===== config.mk =====
export PLATFORM = sky130hd
export DESIGN_NAME = command_hub_flat
export DESIGN_NICKNAME = d
export VERILOG_FILES = /design/src/rtl/command_hub_pkg.sv /design/src/rtl/command_hub_if.sv /design/src/rtl/command_hub_arbiter.sv /design/src/rtl/command_hub.sv /design/src/flat_wrapper.sv
export SDC_FILE = /design/constraint.sdc
export NUM_CORES = 1
export LEC_CHECK = 0
export BUFFER_PORTS_ARGS = -buffer_cell sky130_fd_sc_hd__buf_2
export CORE_UTILIZATION = 34
export DETAILED_ROUTE_END_ITERATION = 12
export SLEW_MARGIN = 20
export SYNTH_ARGS = -nofsm -noshare
export SYNTH_HDL_FRONTEND = slang
export SYNTH_SLANG_ARGS = --single-unit

===== constraint.sdc =====
create_clock -name clk -period 3.35 [get_ports clk]
set_input_delay 0.67 -clock clk [delete_from_list [all_inputs] [get_ports clk]]
set_output_delay 0.67 -clock clk [all_outputs]
set_load 0.1 [all_outputs]

===== src/rtl/command_hub_pkg.sv =====
// rtl/command_hub_pkg.sv - shared types and default constants for the command hub
// Purpose: FSM state enum, operation-type enum, default parameter values and
//          a small constant helper used to size the hold counter.
// Ports:   none (package).
package command_hub_pkg;

  typedef enum logic [2:0] {
    ST_IDLE,
    ST_INIT,
    ST_RST,
    ST_ADDR,
    ST_WRITE
  } state_e;

  typedef enum logic {
    OP_ADDR,
    OP_WRITE
  } op_e;

  localparam int DEF_N_SRC      = 2;
  localparam int DEF_AW         = 8;
  localparam int DEF_DW         = 8;
  localparam int DEF_RST_CYCLES = 50000;
  localparam int DEF_AD_CYCLES  = 3;
  localparam int DEF_SW_CYCLES  = 3;
  localparam logic [7:0] DEF_SOFT_RST_ADDR = 8'h01;
  localparam logic [7:0] DEF_SOFT_RST_DATA = 8'h02;

  function automatic int max3(input int a, input int b, input int c);
    int m;
    m = a;
    if (b > m) m = b;
    if (c > m) m = c;
    return m;
  endfunction

endpackage


===== src/rtl/command_hub_if.sv =====
// rtl/command_hub_if.sv - per-source request/acknowledge bundle of the command hub
// Purpose: groups the level request lines, operands and ack pulses of all sources.
// Ports:   src_we_addr/src_write (N_SRC level requests), src_addr (N_SRC*AW),
//          src_data (N_SRC*DW), src_ack (N_SRC one-cycle completion pulses).
// Modports: master = command sources, slave = hub.
interface command_hub_if
  import command_hub_pkg::*;
#(
  parameter int N_SRC = DEF_N_SRC,
  parameter int AW    = DEF_AW,
  parameter int DW    = DEF_DW
);

  logic [N_SRC-1:0]    src_we_addr;
  logic [N_SRC*AW-1:0] src_addr;
  logic [N_SRC-1:0]    src_write;
  logic [N_SRC*DW-1:0] src_data;
  logic [N_SRC-1:0]    src_ack;

  modport master (
    output src_we_addr, src_addr, src_write, src_data,
    input  src_ack
  );

  modport slave (
    input  src_we_addr, src_addr, src_write, src_data,
    output src_ack
  );

endinterface


===== src/rtl/command_hub_arbiter.sv =====
// rtl/command_hub_arbiter.sv - source arbiter (module cmd_rr_arbiter)
// Purpose: picks one requesting source and returns a one-hot grant.
//          COMMAND_HUB_RR_EN defined: round robin, the pointer moves to the
//          source after the last granted one when advance is high.
//          COMMAND_HUB_RR_EN undefined: fixed priority, lowest index wins.
// Ports:   clk, reset (async active-low), req[N_SRC], advance, grant[N_SRC].
module cmd_rr_arbiter #(
  parameter int N_SRC = 2
) (
  input  logic             clk,
  input  logic             reset,
  input  logic [N_SRC-1:0] req,
  input  logic             advance,
  output logic [N_SRC-1:0] grant
);

`ifdef COMMAND_HUB_RR_EN
  localparam int PW = (N_SRC > 1) ? $clog2(N_SRC) : 1;

  logic [PW-1:0] ptr_q, ptr_d;
  int            best;
  int            best_dist;
  int            dist;

  // Winner is the requester at the smallest circular distance from the pointer.
  always_comb begin
    best      = 0;
    best_dist = N_SRC;
    dist      = 0;
    for (int i = 0; i < N_SRC; i++) begin
      if (req[i]) begin
        dist = i - int'(ptr_q);
        if (dist < 0) dist = dist + N_SRC;
        if (dist < best_dist) begin
          best_dist = dist;
          best      = i;
        end
      end
    end
    grant = '0;
    for (int i = 0; i < N_SRC; i++) begin
      grant[i] = (best_dist < N_SRC) && (best == i);
    end
    ptr_d = ptr_q;
    if (advance && (best_dist < N_SRC)) begin
      ptr_d = (best == N_SRC - 1) ? '0 : PW'(best + 1);
    end
  end

  always_ff @(posedge clk or negedge reset) begin
    if (!reset) ptr_q <= '0;
    else        ptr_q <= ptr_d;
  end
`else
  // Scan from the top so the lowest requesting index is the last writer.
  always_comb begin
    grant = '0;
    for (int i = N_SRC - 1; i >= 0; i--) begin
      if (req[i]) begin
        grant    = '0;
        grant[i] = 1'b1;
      end
    end
  end

  logic unused_ok;
  assign unused_ok = ^{clk, reset, advance};
`endif

endmodule


===== src/rtl/command_hub.sv =====
// rtl/command_hub.sv - multi-source register command hub with soft-reset pulse
// Purpose: arbitrates address-write and data-write requests from N_SRC sources,
//          holds addr for AD_CYCLES, strobes sw_out for SW_CYCLES, and emits a
//          RST_CYCLES reset_out pulse when addr/data_out hit the trigger pair.
// Ports:   clk, reset (async active-low), init, bus (command_hub_if.slave),
//          addr[AW], data_out[DW], sw_out, reset_out, busy.
// Config:  COMMAND_HUB_RR_EN selects round-robin arbitration (see cmd_rr_arbiter).
module command_hub
  import command_hub_pkg::*;
#(
  parameter int N_SRC      = DEF_N_SRC,
  parameter int AW         = DEF_AW,
  parameter int DW         = DEF_DW,
  parameter int RST_CYCLES = DEF_RST_CYCLES,
  parameter int AD_CYCLES  = DEF_AD_CYCLES,
  parameter int SW_CYCLES  = DEF_SW_CYCLES,
  parameter logic [AW-1:0] SOFT_RST_ADDR = AW'(DEF_SOFT_RST_ADDR),
  parameter logic [DW-1:0] SOFT_RST_DATA = DW'(DEF_SOFT_RST_DATA)
) (
  input  logic          clk,
  input  logic          reset,
  input  logic          init,
  command_hub_if.slave  bus,
  output logic [AW-1:0] addr,
  output logic [DW-1:0] data_out,
  output logic          sw_out,
  output logic          reset_out,
  output logic          busy
);

  localparam int CW = $clog2(max3(RST_CYCLES, AD_CYCLES, SW_CYCLES) + 1);

  state_e           state_q, state_d;
  logic [CW-1:0]    cnt_q, cnt_d;
  logic [AW-1:0]    addr_q, addr_d;
  logic [DW-1:0]    data_q, data_d;
  logic             sw_q, sw_d;
  logic             rst_out_q, rst_out_d;
  logic             busy_q, busy_d;
  logic [N_SRC-1:0] ack_q, ack_d;
  logic [N_SRC-1:0] gnt_q, gnt_d;

  logic [N_SRC-1:0] req;
  logic [N_SRC-1:0] gnt;
  logic             advance;
  logic             soft_hit;
  logic [AW-1:0]    sel_addr;
  logic [DW-1:0]    sel_data;
  logic             sel_is_addr;
  op_e              grant_op;

  assign req      = bus.src_we_addr | bus.src_write;
  assign soft_hit = (addr_q == SOFT_RST_ADDR) && (data_q == SOFT_RST_DATA);
  // Only a genuine grant moves the round-robin pointer.
  assign advance  = (state_q == ST_IDLE) && !init && !soft_hit && (|req);

  cmd_rr_arbiter #(.N_SRC(N_SRC)) u_arb (
    .clk     (clk),
    .reset   (reset),
    .req     (req),
    .advance (advance),
    .grant   (gnt)
  );

  always_comb begin
    sel_addr    = '0;
    sel_data    = '0;
    sel_is_addr = 1'b0;
    for (int i = 0; i < N_SRC; i++) begin
      if (gnt[i]) begin
        sel_addr    = bus.src_addr[i*AW +: AW];
        sel_data    = bus.src_data[i*DW +: DW];
        sel_is_addr = bus.src_we_addr[i];
      end
    end
  end

  // A source with both requests gets its address op first; the write stays pending.
  assign grant_op = sel_is_addr ? OP_ADDR : OP_WRITE;

  always_comb begin
    state_d   = state_q;
    cnt_d     = cnt_q;
    addr_d    = addr_q;
    data_d    = data_q;
    sw_d      = sw_q;
    rst_out_d = rst_out_q;
    gnt_d     = gnt_q;
    ack_d     = '0;
    unique case (state_q)
      ST_IDLE: begin
        if (init) begin
          state_d = ST_INIT;
          addr_d  = '0;
        end else if (soft_hit) begin
          state_d   = ST_RST;
          addr_d    = '0;
          data_d    = '0;
          rst_out_d = 1'b1;
          cnt_d     = CW'(RST_CYCLES - 1);
        end else if (advance) begin
          gnt_d = gnt;
          if (grant_op == OP_ADDR) begin
            state_d = ST_ADDR;
            addr_d  = sel_addr;
            cnt_d   = CW'(AD_CYCLES - 1);
            if (AD_CYCLES == 1) ack_d = gnt;
          end else begin
            state_d = ST_WRITE;
            data_d  = sel_data;
            sw_d    = 1'b1;
            cnt_d   = CW'(SW_CYCLES - 1);
            if (SW_CYCLES == 1) ack_d = gnt;
          end
        end
      end
      ST_INIT: begin
        state_d = ST_IDLE;
      end
      ST_RST: begin
        if (cnt_q == '0) begin
          state_d   = ST_IDLE;
          rst_out_d = 1'b0;
        end else begin
          cnt_d = cnt_q - 1'b1;
        end
      end
      ST_ADDR: begin
        if (cnt_q == '0) begin
          state_d = ST_IDLE;
        end else begin
          cnt_d = cnt_q - 1'b1;
          // ack is registered, so raise it one cycle ahead of the final hold cycle
          if (cnt_q == CW'(1)) ack_d = gnt_q;
        end
      end
      ST_WRITE: begin
        if (cnt_q == '0) begin
          state_d = ST_IDLE;
          sw_d    = 1'b0;
        end else begin
          cnt_d = cnt_q - 1'b1;
          if (cnt_q == CW'(1)) ack_d = gnt_q;
        end
      end
      default: begin
        state_d = ST_IDLE;
      end
    endcase
    busy_d = (state_d != ST_IDLE);
  end

  always_ff @(posedge clk or negedge reset) begin
    if (!reset) begin
      state_q   <= ST_IDLE;
      cnt_q     <= '0;
      addr_q    <= '0;
      data_q    <= '0;
      sw_q      <= 1'b0;
      rst_out_q <= 1'b0;
      busy_q    <= 1'b0;
      ack_q     <= '0;
      gnt_q     <= '0;
    end else begin
      state_q   <= state_d;
      cnt_q     <= cnt_d;
      addr_q    <= addr_d;
      data_q    <= data_d;
      sw_q      <= sw_d;
      rst_out_q <= rst_out_d;
      busy_q    <= busy_d;
      ack_q     <= ack_d;
      gnt_q     <= gnt_d;
    end
  end

  assign addr        = addr_q;
  assign data_out    = data_q;
  assign sw_out      = sw_q;
  assign reset_out   = rst_out_q;
  assign busy        = busy_q;
  assign bus.src_ack = ack_q;

endmodule


===== src/flat_wrapper.sv =====
// flat-port wrapper written by rule: the top's interface ports become plain ports
module command_hub_flat import command_hub_pkg::*;
#(
  parameter int N_SRC      = DEF_N_SRC,
  parameter int AW         = DEF_AW,
  parameter int DW         = DEF_DW,
  parameter int RST_CYCLES = DEF_RST_CYCLES,
  parameter int AD_CYCLES  = DEF_AD_CYCLES,
  parameter int SW_CYCLES  = DEF_SW_CYCLES,
  parameter logic [AW-1:0] SOFT_RST_ADDR = AW'(DEF_SOFT_RST_ADDR),
  parameter logic [DW-1:0] SOFT_RST_DATA = DW'(DEF_SOFT_RST_DATA)
)
  (clk, reset, init, addr, data_out, sw_out, reset_out, busy, bus_src_we_addr, bus_src_addr, bus_src_write, bus_src_data, bus_src_ack);
  command_hub_if #(.N_SRC(N_SRC), .AW(AW), .DW(DW)) bus_i ();
  input  logic clk;
  input  logic reset;
  input  logic init;
  output logic [AW-1:0] addr;
  output logic [DW-1:0] data_out;
  output logic sw_out;
  output logic reset_out;
  output logic busy;
  input wire logic [$bits(bus_i.src_we_addr)-1:0] bus_src_we_addr;
  input wire logic [$bits(bus_i.src_addr)-1:0] bus_src_addr;
  input wire logic [$bits(bus_i.src_write)-1:0] bus_src_write;
  input wire logic [$bits(bus_i.src_data)-1:0] bus_src_data;
  output wire logic [$bits(bus_i.src_ack)-1:0] bus_src_ack;
  assign bus_i.src_we_addr = bus_src_we_addr;
  assign bus_i.src_addr = bus_src_addr;
  assign bus_i.src_write = bus_src_write;
  assign bus_i.src_data = bus_src_data;
  assign bus_src_ack = bus_i.src_ack;
  command_hub #(.N_SRC(N_SRC), .AW(AW), .DW(DW), .RST_CYCLES(RST_CYCLES), .AD_CYCLES(AD_CYCLES), .SW_CYCLES(SW_CYCLES), .SOFT_RST_ADDR(SOFT_RST_ADDR), .SOFT_RST_DATA(SOFT_RST_DATA)) u_core (.clk(clk), .reset(reset), .init(init), .bus(bus_i), .addr(addr), .data_out(data_out), .sw_out(sw_out), .reset_out(reset_out), .busy(busy));
endmodule

# Yosys cells after proc, flatten, opt, wreduce, memory -nomap -nowiden
# Index checks and enable logic that the tools add are counted.
[classes]
n_addsub = 1
n_eq_ne = 16
mux = 38
n_reduce_logical = 24
bitwise_logic = 3
[ops]
columns = ["operator", "count"]
rows = [
  ["8-bit 2-to-1 mux", 11],
  ["16-bit 2-to-1 mux", 4],
  ["16-bit one-hot mux with 2 select lines", 1],
  ["16-bit by 1-bit equality test with 1-bit output, second input constant", 1],
  ["16-bit zero test", 1],
  ["4-bit AND reduction", 4],
  ["16-bit by 1-bit subtractor with 16-bit output, second input constant", 1],
  ["3-bit 2-to-1 mux", 5],
  ["2-bit 2-to-1 mux", 5],
  ["2-bit by 1-bit inequality test with 1-bit output, second input constant", 5],
  ["1-bit 2-to-1 mux", 9],
  ["3-bit nonzero test", 3],
  ["8-bit by 1-bit equality test with 1-bit output, second input constant", 1],
  ["8-bit by 2-bit equality test with 1-bit output, second input constant", 1],
  ["2-bit inequality test, second input constant", 4],
  ["2-bit nonzero test", 4],
  ["3-bit by 2-bit equality test with 1-bit output, second input constant", 2],
  ["3-bit one-hot mux with 2 select lines", 1],
  ["6-bit AND reduction", 1],
  ["1-bit logical AND", 4],
  ["1-bit one-hot mux with 2 select lines", 2],
  ["2-bit OR reduction", 2],
  ["3-bit equality test, second input constant", 1],
  ["3-bit zero test", 1],
  ["6 further kinds", 8],
]
[totals]
ff_bits = 42

# Longest topological paths before layout
# Gate-level depths: netlist of run 1.
[depth]
ltp_word = 11
mapped_depth = 8

# Modules after synthesis
# Synthesis of run 1 repeated with hierarchy kept, for this count alone.
[hier_totals]
cells_unflattened = 240
hier_area_um2 = 2403.6
[by_module_without_submodules]
columns = ["module", "cells_per_inst", "area_per_inst_um2", "instances", "seq_area_each_um2"]
rows = [
  ["command_hub", 238, 2382.3, 1, 1051.0],
  ["cmd_rr_arbiter", 2, 21.3, 1, 0.0],
]

# Worst setup path after synthesis of run 1
# Ideal clock, no wire load.
[synth_timing]
path_type = "register -> register"
from = "register u_core.data_q[1], in the netlist u_core.data_out[1]"
to = "register u_core.cnt_q[8]"
path_stages_with_launch = 8
path_buffers = 2
required_time_ns = 3.226
path_slack_ns = 0.988
arrival_ns = 2.238
cell_sequence = "dfrtp_1 nor4b_2 and4_1 buf_6 o41ai_4 and2_4 buf_6 a211o_1"
[synth_between]
elab_chain_cells = 7
[synth_lines]
columns = ["item", "line", "source"]
rows = [
  ["from (decl)", "command_hub.sv:36", "logic [DW-1:0] data_q, data_d;"],
  ["from (signal assigned)", "command_hub.sv:168", "data_q <= data_d;"],
  ["8-bit by 2-bit equality test with 1-bit output *", "command_hub.sv:53", "assign soft_hit = (addr_q == SOFT_RST_ADDR) && (data_q == SOFT_RST_DATA);"],
  ["1-bit logical AND *", "command_hub.sv:53", ""],
  ["1-bit zero test", "command_hub.sv:55", "assign advance = (state_q == ST_IDLE) && !init && !soft_hit && (|req);"],
  ["1-bit logical AND (2 in a row)", "command_hub.sv:55", ""],
  ["3-bit by 1-bit inequality test with 1-bit output (no source line)", "-", ""],
  ["4-bit AND reduction (no source line)", "-", ""],
  ["to (signal assigned)", "command_hub.sv:166", "cnt_q <= cnt_d;"],
  ["to (decl)", "command_hub.sv:34", "logic [CW-1:0] cnt_q, cnt_d;"],
]
# Mark *: on every way between the ends. The rest lies on a longest branch, timed or not. The select of a mux whose other input is x is not followed.
# A chain may end at the register's enable or synchronous reset.

# Final worst setup path of run 1
[layout_timing]
from = "register u_core.cnt_q[0]"
to = "register u_core.cnt_q[2]"
[layout_between]
elab_chain_cells = 3
[layout_lines]
columns = ["item"]
rows = [
  ["16-bit by 1-bit subtractor with 16-bit output / 16-bit zero test (equally long branches)"],
  ["16-bit 2-to-1 mux / 2-bit inequality test (equally long branches)"],
  ["16-bit one-hot mux with 2 select lines / 4-bit AND reduction (equally long branches)"],
]
# Parallel ways exist; a longest one is shown, timed or not. The select of a mux whose other input is x is not followed.

==> metrics.yaml, run 1 <==
cts:
  cts.sinks: 42
  cts_made_buffers: 5
  post_cts_buffers: 0
  cts_hold_buf: 0
  clkTransAtPathRegs_ps: 80
  clock_latency_ps: 300
  cts-root-buf: "clkbuf_8"
  cts_buffer_depth: 2
  htreeDepth: 2
  ctsResizeCount: 0
  cts_tree: "yes"
logic_synthesis:
  netlist_top_cells_area: "dfrtp_1 (45%), a22oi_1 (5.8%), nand2_1 (5.1%)"
  ys_async_sr_fraction_pct: 100.0
  synth_cells: 247
  yosysMostFrequentCell: "dfrtp_1"
  synth_top_flop_cell: "dfrtp_1"
  synth_edf_count: 0
  synthTopCellsByCount: "dfrtp_1 (42), nand2_1 (32), a22oi_1 (18)"
  synth.net_count: 288
  syn_area_um2: 2349
  ys_seq_area_share_pct: 44.75
  synth_area_per_cell_um2: 9.508
  synth_seq_cells: 42
  post-synth-top-area-cell: "dfrtp_1"
  synth_top_area_share_pct: 44.75
  synth_cell_type_count: 54
  ys_warn_count: 0
pwr:
  power.density_nw_per_um2: 1163
  switching_share_pct: 56.69
  p_switching_mw: 1.842
  internal_power_mw: 1.407
  peakVddDrop_v: 0.0003616
  leakagePower_nw: 1.297
  p_clk_share_pct: 12.7
  power_frac_seq_pct: 29.1
  power_frac_comb_pct: 58.3
floorplanning:
  die_w_um: 85.11
  die_y_um: 85.11
  die_area_um2: 7244
  rows: 29
  pin_count: 60
  start_util_pct: 36.16
  core_area_um2: 6495
place:
  gp_congestion: 0.7998
  port_buffers: 59
  hpwlAfterDp_um: 4258
critical_path:
  path_class: "reg -> reg"
  startpoint_type: "flip-flop"
  critical_path_peak_fanout: 12
  r2r_cells: 7
  reg2reg_from: "u_core.cnt_q[0]"
  critPathCaptureType: "flip-flop"
  crit_chain: "inv_1 > ha_1 > nor4b_1 > nand4_1 > nand2_1 > nand2_2 > o2bb2a_4"
  required_ps: 3590
  r2r-end: "u_core.cnt_q[2]"
  crit_slowest_cell: "dfrtp_1"
  worstPathArrival_ps: 2590
  reg2reg_slack_ps: 1000
  slowest_delay_ps: 440
timing:
  fin_skew_ps: 13.67
  relSlewSlack_pct: 36.92
  setup_violations: 0
  tightest_slew_ps: 946.2
  rsz0062_at_grt: "false"
  hold_slack_ps: 487.5
  finalHoldViolations: 0
  timing.final.crit_period_ps: 2349
  fmax_ghz: 0.4258
  setup_tns_ps: 0
  final_max_slew_viol_count: 0
  finalCritPeriodShare_pct: 70.11
worst_hold_path:
  min_from: "u_core.gnt_q[1]"
  hp-class: "reg -> reg"
  hold_depth: 1
  hold_end: "u_core.gnt_q[1]"
drt:
  wl_per_cell_um: 15.29
  vias_per_cell: 5.634
  vias: 2141
  first_pass_iters: 4
  ant_nets: 0
  totalWireLength_um: 5809
  drt_iter0_drc: 93
  drc: 0
cells_and_area:
  synthToLayoutAreaGrowth_pct: 18.97
  n_fill_cell: 643
  drive_above_1_share_pct: 28.05
  fin_nets: 344
  diodes: 0
flow_run:
  cap_violations: 0
global_routing:
  grt_pass1_wl_um: 9984
  grt_max_degree: 43
  use_met3_pct: 3.891
  use_met2_pct: 29.25
  grt.met1_usage_pct: 22.39
  top_usage_layer: "met2"
  overflow: 0
  grtUsageTotal_pct: 17.50
  antenna_found_initial: 0
  grt_pass1_vias: 2062
outcome:
  status: "finished, final reports clean"
[cell usage in the layout, fill, tap and decap left out, types with 3 or more instances in the layout]
cell type,n
buf_2,59
clkbuf_8,6
and2_1,5
nand4_1,3
a31oi_1,11
o31ai_1,10
nand2b_1,4
dfrtp_1,42
nor2_1,12
nor3_1,7
o21ai_0,14
a22oi_1,18
nand2_1,32
inv_1,7
a21oi_1,17
o21a_1,3
nor4_2,3
nand3_1,3
[how the worst max path moves through the flow]
stage	start	endpoint	cells past startpoint
floorplan	u_core.data_out[1]	u_core.cnt_q[8]	7
global placement	bus_src_write[0]	u_core.cnt_q[2]	5
detailed placement	bus_src_write[0]	u_core.cnt_q[4]	5
CTS	u_core.cnt_q[0]	u_core.cnt_q[7]	7
global route	u_core.cnt_q[0]	u_core.cnt_q[12]	7
finish	u_core.cnt_q[0]	u_core.cnt_q[2]	7
[layout make-up]
class / instances / area (um2) / share of cell area [%]
Multi-Input combinational cell: 186 / 1197 / 42.86
Sequential cell: 42 / 1051 / 37.62
Timing Repair Buffer: 61 / 310.3 / 11.11
Tap cell: 77 / 96.34 / 3.448
Clock buffer: 6 / 82.58 / 2.956
Clock inverter: 1 / 30.03 / 1.075
Inverter: 7 / 26.28 / 0.9404
[power groups by stage]
stage	combinational (mW)	sequential, mW	clock [mW]
2_1_floorplan	0.780	1.71	0
3_3_place_gp	1.88	0.952	0
3_5_place_dp	1.89	0.955	0
4_1_cts	1.89	0.945	0.427
5_1_grt	2.03	0.979	0.447
6_report	1.89	0.945	0.411
[critical path, delay by kind of cell, from the launching register on]
kind	cells	cell delay, ps
AO/OA/AOI/OAI	1	260
flip-flops	1	440
buffers and inverters	1	100
AND/OR/NAND/NOR	4	1220
adder cells (fa/ha/maj)	1	270
[cell families after synthesis]
| family | after synthesis | synth area share, % |
|---|---|---|
| fa+ha+maj | 2 | 1.065 |
| simple gates | 91 | 21.95 |
| compound gates | 93 | 27.97 |
| flops | 42 | 44.75 |
| buf+inv | 19 | 4.262 |
[per-layer routing]
metal,routed length [um],vias up
li1,-,1045
met1,2677,1043
met2,2831,47
met3,229,6
met4,70,0
met5,0,-
[state kept, by name (all words and copies together) (netlist names)]
name,cells
u_core.data_out,8
u_core.busy,1
u_core.sw_out,1
u_core.state_q,3
u_core.gnt_q,2
u_core.reset_out,1
u_core.bus.src_ack,2
u_core.cnt_q,16
u_core.addr,8
[per-stage QoR]
stage / utilization, % / std cells / area [um2] / setup WS [ps] / total power, mW
after global placement: 41.28 / 373 / 2681 / 942.4 / 2.830
after global routing: 43.02 / 380 / 2794 / 751.1 / 3.453
final: 43.02 / 380 / 2794 / 1001 / 3.250
after CTS: 43.02 / 380 / 2794 / 1036 / 3.266
after detailed placement: 41.28 / 373 / 2681 / 904.4 / 2.845
after floorplan: - / 247 / 2349 / 988.1 / 2.493
Note: power is estimated with default switching activity, not from simulation.
==> run 2: changes to the inputs <==
--- a/config.mk
+++ b/config.mk
@@ -5,6 +5,7 @@
 export SDC_FILE = /design/constraint.sdc
 export NUM_CORES = 1
 export LEC_CHECK = 0
+export ABC_AREA = 1
 export BUFFER_PORTS_ARGS = -buffer_cell sky130_fd_sc_hd__buf_2
 export CORE_UTILIZATION = 34
 export DETAILED_ROUTE_END_ITERATION = 12
==> constraint.sdc (replaced) <==
create_clock -name clk -period 1.94 [get_ports clk]
set_input_delay 0.388 -clock clk [delete_from_list [all_inputs] [get_ports clk]]
set_output_delay 0.388 -clock clk [all_outputs]
set_load 0.1 [all_outputs]
==> run 2 against run 1 <==
Compared with the run above:
- via count increased by 27%
- final cell count increased by 52%
- synthesized cell count increased by 65%
- setup slack got worse by 760 ps
- core utilization decreased by 0.45 points
- area after synthesis increased by 18%
- register-to-register slack got worse by 760 ps
- clock power increased by 45%
- clock skew decreased by 6.6 ps
- fmax increased by 38%
- sequential share of layout area decreased by 5.9 points
- worst hold slack got worse by 440 ps
==> metrics.yaml, run 2 <==
logic_synthesis:
  netlist_top_cells_area: "dfrtp_1 (38%), nand2_1 (24%), nand3_1 (8.5%)"
  synth_cell_type_count: 32  # -41%
  yosysMostFrequentCell: "nand2_1"
  synth_top_area_share_pct: 38.03  # -6.7 points
  synthTopCellsByCount: "nand2_1 (178), nand3_1 (47), dfrtp_1 (42)"
  post-synth-top-area-cell: "dfrtp_1"
  syn_area_um2: 2764  # +18%
  synth_area_per_cell_um2: 6.774  # -29%
  synth_seq_cells: 42  # unchanged
  ys_async_sr_fraction_pct: 100.0  # unchanged
  synth_cells: 408  # +65%
  synth_edf_count: 0  # unchanged
  synth_top_flop_cell: "dfrtp_1"
  synth.net_count: 449  # +56%
  ys_seq_area_share_pct: 38.03  # -6.7 points
  ys_warn_count: 0  # unchanged
drt:
  ant_nets: 0  # unchanged
  drt_iter0_drc: 125  # +34%
  vias_per_cell: 4.696  # -17%
  vias: 2714  # +27%
  drc: 0  # unchanged
  first_pass_iters: 4  # unchanged
  wl_per_cell_um: 11.86  # -22%
  totalWireLength_um: 6853  # +18%
critical_path:
  path_class: "reg -> reg"
  crit_family: "simple AND/OR/NAND/NOR gates"
  startpoint: "u_core.cnt_q[1]"
  crit_end: "u_core.busy"
  cp.depth: 8  # +1
  reg2reg_from: "u_core.cnt_q[1]"
  reg2reg_slack_ps: 240  # -760 ps
  critical_path_peak_fanout: 7  # -5
  cpMostUsedCell: "nand3_1"
  worstPathArrival_ps: 1890  # -700 ps
  r2r-end: "u_core.busy"
  critPathCaptureType: "flip-flop"
  path_buf_inv: 1  # unchanged
  crit_slowest_cell: "dfrtp_1"
  slowest_delay_ps: 380  # -60 ps
  crit_chain: "inv_1 > ha_1 > nand3_2 > nor2_4 > nand2_1 > nand3_1 > nand3_1 > nand2b_1"
  startpoint_type: "flip-flop"
  required_ps: 2120  # -1470 ps
  r2r_cells: 8  # +1
cells_and_area:
  final_common_cell: "nand2_1"
  n_fill_cell: 828  # +29%
  drive_above_1_share_pct: 23.32  # -4.7 points
  diodes: 0  # unchanged
  largest_register_ffs: 16  # unchanged
  multi_input_area_um2: 1540  # +29%
  register_area_um2: 1054  # +0.24%
  synthToLayoutAreaGrowth_pct: 20.24
  fin_nets: 516  # +50%
  top_register: "u_core.cnt_q"
  final_cell_mix: "nand2_1 (177), buf_2 (59), nand3_1 (46), nor2_1 (40), dfrtp_1 (40)"
cts:
  cts_made_buffers: 5  # unchanged
  cts_tree: "yes"
  htreeDepth: 2  # unchanged
  cts.sinks: 42  # unchanged
  cts_buffer_depth: 2  # unchanged
  cts_hold_buf: 0  # unchanged
  cts-root-buf: "clkbuf_8"
  clkTransAtPathRegs_ps: 80  # about the same
  clock_latency_ps: 290  # about the same
pwr:
  power_mw: 5.659  # +74%
  leakagePower_nw: 1.928  # +49%
  power.density_nw_per_um2: 1703  # +46%
  peakVddDrop_v: 0.0007167  # +98%
place:
  port_buffers: 59  # unchanged
  gp_congestion: 0.8523  # +6.6%
  pre_cts_slack_ps: 171.1  # -733.3 ps
  hpwlAfterDp_um: 5219  # +23%
timing:
  setup_tns_ps: 0  # unchanged
  rsz0062_at_grt: "false"
  fmax_ghz: 0.5870  # +38%
  finalHoldViolations: 0  # unchanged
  finalCritPeriodShare_pct: 87.81  # +18 points
  tightest_slew_ps: 501.7  # -444.6 ps
  fin_ws_ps: 236.4  # -764.9 ps
  fin_skew_ps: 7.033  # -6.638 ps
  setup_violations: 0  # unchanged
  timing.final.crit_period_ps: 1704  # -645.1 ps
  relSlewSlack_pct: 66.79  # +30 points
  final_max_slew_viol_count: 0  # unchanged
global_routing:
  grt_max_degree: 25  # -42%
  overflow: 0  # unchanged
  grt_pass1_vias: 2572  # +25%
  grt_pass1_wl_um: 11730  # +17%
  top_usage_layer: "met2"
  use_met3_pct: 3.400  # -0.49 points
  grt.met1_usage_pct: 23.11  # +0.73 points
  antenna_found_initial: 0  # unchanged
  grtUsageTotal_pct: 17.05  # -0.45 points
  use_met2_pct: 27.99  # -1.3 points
flow_run:
  cap_violations: 0  # unchanged
floorplanning:
  die_y_um: 92.16  # +8.3%
  pin_count: 60  # unchanged
  start_util_pct: 35.40  # -0.76 points
  die_w_um: 92.16  # +8.3%
  rows: 32  # +10%
  die_area_um2: 8493  # +17%
  core_area_um2: 7807  # +20%
worst_hold_path:
  hp-class: "in -> async"
outcome:
  status: "finished, final reports clean"
## run 2: kinds of logic (layout without fill, tap and decap cells)
| group | Yosys count | after routing | synth area share [%] |
|---|---|---|---|
| AOI/OAI and AO/OA | 13 | 13 | 3.486 |
| xor gates and xnor gates | 1 | 1 | 0.3169 |
| adders and majority gates | 2 | 2 | 0.9052 |
| buffers and inverters | 42 | 110 | 6.700 |
| DFF | 42 | 42 | 38.03 |
| and+or+nand+nor | 308 | 308 | 50.57 |
## run 2: per-stage QoR
step / util (%) / instances / instance area [um2] / hold slack, ps
6_report: 42.56 / 578 / 3323 / 44.40
2_1_floorplan: - / 408 / 2766 / 92.41
4_1_cts: 42.21 / 576 / 3296 / 56.37
3_5_place_dp: 40.99 / 568 / 3201 / 375.4
3_3_place_gp: 40.99 / 568 / 3201 / 375.1
5_1_grt: 42.56 / 578 / 3323 / 77.43
## run 2: area by class of cell
class / instances / share of cell area, %
Timing Repair Buffer: 67 / 11.07
Clock buffer: 6 / 2.485
Tap cell: 102 / 3.840
Sequential cell: 42 / 31.70
Clock inverter: 2 / 0.3765
Inverter: 35 / 4.179
Multi-Input combinational cell: 324 / 46.35
## run 2: report_power, final
group	switching [mW]	internal, mW	total [mW]	leakage [nW]
clock network	0.309	0.286	0.595	0.0472
logic	2.68	0.942	3.62	1.33
registers	0.270	1.17	1.44	0.548
total	3.26	2.40	5.66	1.93
## run 2: what timing repair did
| action | CTS | global route |
|---|---|---|
| resized for setup | 0 | 3 |
| setup endpoints to repair | 0 | 25 |
| buffers inserted | 0 | 2 |
## run 2: worst min-delay path by stage
stage,from,endpoint,slack [ps],cells past startpoint
after floorplan,reset,u_core.addr[0],90,0
after global placement,reset,u_core.cnt_q[11],380,1
after detailed placement,reset,u_core.cnt_q[11],380,1
after CTS,reset,u_core.cnt_q[11],60,1
after global routing,reset,u_core.cnt_q[11],80,1
final,reset,u_core.cnt_q[13],40,1
## run 2: per-layer routing
layer,wire (um),part of all wire [%],vias to the layer above
met5,0,0,-
met4,78,1.1,0
met3,367,5.4,9
met2,3113,45,78
met1,3294,48,1205
li1,-,-,1422
==> run 3: changes to the inputs <==
--- a/config.mk
+++ b/config.mk
@@ -12,4 +12,5 @@
 export SLEW_MARGIN = 20
 export SYNTH_ARGS = -nofsm -noshare
 export SYNTH_HDL_FRONTEND = slang
+export SYNTH_HIERARCHICAL = 1
 export SYNTH_SLANG_ARGS = --single-unit
==> run 3 against run 2 <==
Compared with the run above:
- non-clock buffer count increased by 3
- register-to-register slack got worse by 60 ps
- worst hold slack improved by 110 ps
- sequential cell count unchanged
- critical path depth increased by 3
- routed wire length decreased by 16%
- die area decreased by 2.4%
- fmax decreased by 3.3%
- sequential share of layout area increased by 1.5 points
- largest cell class unchanged
==> metrics.yaml, run 3 <==
place:
  port_buffers: 59  # unchanged
  pre_cts_slack_ps: -10.39  # -181.5 ps
  gp_congestion: 0.7885  # -7.5%
  hpwlAfterDp_um: 4461  # -15%
logic_synthesis:
  synth-adder-area-share_pct: 0.9285  # +0.023 points
  synth_cell_type_count: 33  # +3.1%
  syn_area_um2: 2695  # -2.5%
  synth_compound_area_share_pct: 12.81  # +9.3 points
  synthXorXnorAreaFrac_pct: 0.6500  # +0.33 points
  synth_area_per_cell_um2: 7.404  # +9.3%
  synth_seq_cells: 42  # unchanged
  synth_top_family_by_area: "simple AND/OR/NAND/NOR gates"
  synth_edf_count: 0  # unchanged
  ys_async_sr_fraction_pct: 100.0  # unchanged
  muxShareOfSynthArea_pct: 0  # unchanged
  synth_top_flop_cell: "dfrtp_1"
  yosysMostFrequentCell: "nand2_1"
  synth_cells: 364  # -11%
  ys_warn_count: 6  # +6
  synth_top_area_share_pct: 39.00  # +0.97 points
  synth.net_count: 405  # -9.8%
  synthSimpleGateAreaFrac_pct: 38.07  # -12 points
  post-synth-top-area-cell: "dfrtp_1"
  ys_seq_area_share_pct: 39.00  # +0.97 points
  netlist_top_cells_area: "dfrtp_1 (39%), nand2_1 (18%), nor2_1 (6.7%)"
  synthTopCellsByCount: "nand2_1 (127), nor2_1 (48), dfrtp_1 (42)"
global_routing:
  grtUsageTotal_pct: 15.53  # -1.5 points
  antenna_found_initial: 0  # unchanged
  grt_pass1_vias: 2361  # -8.2%
  grt_pass1_wl_um: 10470  # -11%
  overflow: 0  # unchanged
  grt_max_degree: 43  # +72%
cts:
  cts_tree: "yes"
  cts_buffer_depth: 2  # unchanged
  cts-root-buf: "clkbuf_8"
  clock_latency_ps: 300  # about the same
  cts.sinks: 42  # unchanged
  cts_hold_buf: 0  # unchanged
  htreeDepth: 2  # unchanged
  cts_made_buffers: 5  # unchanged
  clkTransAtPathRegs_ps: 90  # about the same
cells_and_area:
  drive_above_1_share_pct: 31.32  # +8.0 points
  final_common_cell: "nand2_1"
  final_cell_mix: "nand2_1 (127), buf_2 (59), nor2_1 (48), nand3_1 (30), dfrtp_1 (29)"
  largest_register_ffs: 16  # unchanged
  synthToLayoutAreaGrowth_pct: 19.36
  top_register: "u_core/cnt_q"
  fin_nets: 471  # -8.7%
  diodes: 0  # unchanged
drt:
  ant_nets: 0  # unchanged
  drc: 0  # unchanged
  totalWireLength_um: 5744  # -16%
  first_pass_iters: 5  # +1
  vias_per_cell: 4.585  # -2.3%
  wl_per_cell_um: 10.78  # -9.1%
  vias: 2444  # -9.9%
  drt_iter0_drc: 52  # -58%
timing:
  relSlewSlack_pct: 64.69  # -2.1 points
  fin_skew_ps: 10.14  # +3.103 ps
  finalCritPeriodShare_pct: 90.79  # +3.0 points
  finalHoldViolations: 0  # unchanged
  fmax_ghz: 0.5678  # -3.3%
  setup_violations: 0  # unchanged
  timing.final.crit_period_ps: 1761  # +57.71 ps
  fin_ws_ps: 178.7  # -57.71 ps
  tightest_slew_ps: 529.6  # +27.96 ps
  rsz0062_at_grt: "false"
  final_max_slew_viol_count: 0  # unchanged
floorplanning:
  die_y_um: 91.03  # -1.2%
  die_w_um: 91.03  # -1.2%
  start_util_pct: 35.06  # -0.34 points
  die_area_um2: 8286  # -2.4%
  rows: 32  # unchanged
  pin_count: 60  # unchanged
  core_area_um2: 7687  # -1.5%
critical_path:
  r2r_cells: 11  # +3
  critical_path_peak_fanout: 10  # +3
  worstPathArrival_ps: 1990  # +100 ps
  r2r-end: "u_core/cnt_q[7]"
  startpoint_type: "flip-flop"
  critPathCaptureType: "flip-flop"
  reg2reg_slack_ps: 180  # -60 ps
  required_ps: 2170  # +50 ps
  reg2reg_from: "u_core/cnt_q[0]"
  path_class: "reg -> reg"
outcome:
  status: "finished, final reports clean"
flow_run:
  cap_violations: 0  # unchanged
worst_hold_path:
  hp-class: "in -> async"
-- run 3: how the worst max path moves through the flow --
stage | from | end
after CTS | u_core/cnt_q[0] | u_core/cnt_q[7]
after global placement | bus_src_write[0] | u_core/addr[1]
final | u_core/cnt_q[0] | u_core/cnt_q[7]
after floorplan | u_core/data_out[4] | u_core/cnt_q[0]
after detailed placement | bus_src_write[0] | u_core/addr[1]
after global routing | u_core/cnt_q[0] | u_core/cnt_q[4]
-- run 3: cells by family after synthesis --
kind of cell,Yosys count
AOI/OAI and AO/OA,43
adders and majority gates,2
DFF,42
and+or+nand+nor,233
buffers and inverters,42
xor gates and xnor gates,2
-- run 3: cell type report --
cell class | instances | area [um2]
Multi-Input combinational cell | 280 | 1416
Tap cell | 102 | 127.6
Fill cell | 834 | 4471
Sequential cell | 42 | 1067
Clock inverter | 2 | 16.27
Inverter | 31 | 116.4
Clock buffer | 6 | 82.58
Timing Repair Buffer | 70 | 390.4
-- run 3: per-layer routing --
metal	vias to the layer above	part of all wire, %	GRT usage [%]
met3	6	5.4	3.601
met5	-	0	0
met1	1085	47	19.84
met4	0	0.92	3.968
li1	1289	-	-
met2	64	47	26.39
-- run 3: critical path: stages, from the launching register on --
cell	delay (ps)
dfrtp_1	430
inv_1	90
ha_2	200
nand3_2	150
nor2_4	190
nand3_2	90
nand2_1	70
inv_2	40
nand2_4	140
buf_4	170
nand2_1	60
o21ai_2	50
-- run 3: metrics by stage --
stage	utilization, %	cell area, um2	hold WS, ps	TNS (ps)	instances
4_1_cts	41.52	3192	173.3	0	530
6_report	41.85	3217	153.0	0	533
5_1_grt	41.85	3217	198.7	0	533
3_5_place_dp	40.23	3093	458.5	-33.06	522
2_1_floorplan	-	2711	92.41	0	364
3_3_place_gp	40.23	3093	452.9	0	522
-- run 3: what timing repair did --
action | CTS | global route
resized for setup | 0 | 1
endpoints found under the hold margin | 0 | 0
setup endpoints to repair | 0 | 15
setup buffers | 0 | 3
Power of run 3 is not shown: default switching activity piles up to over one toggle a cycle in this logic, so the estimate is an artifact.
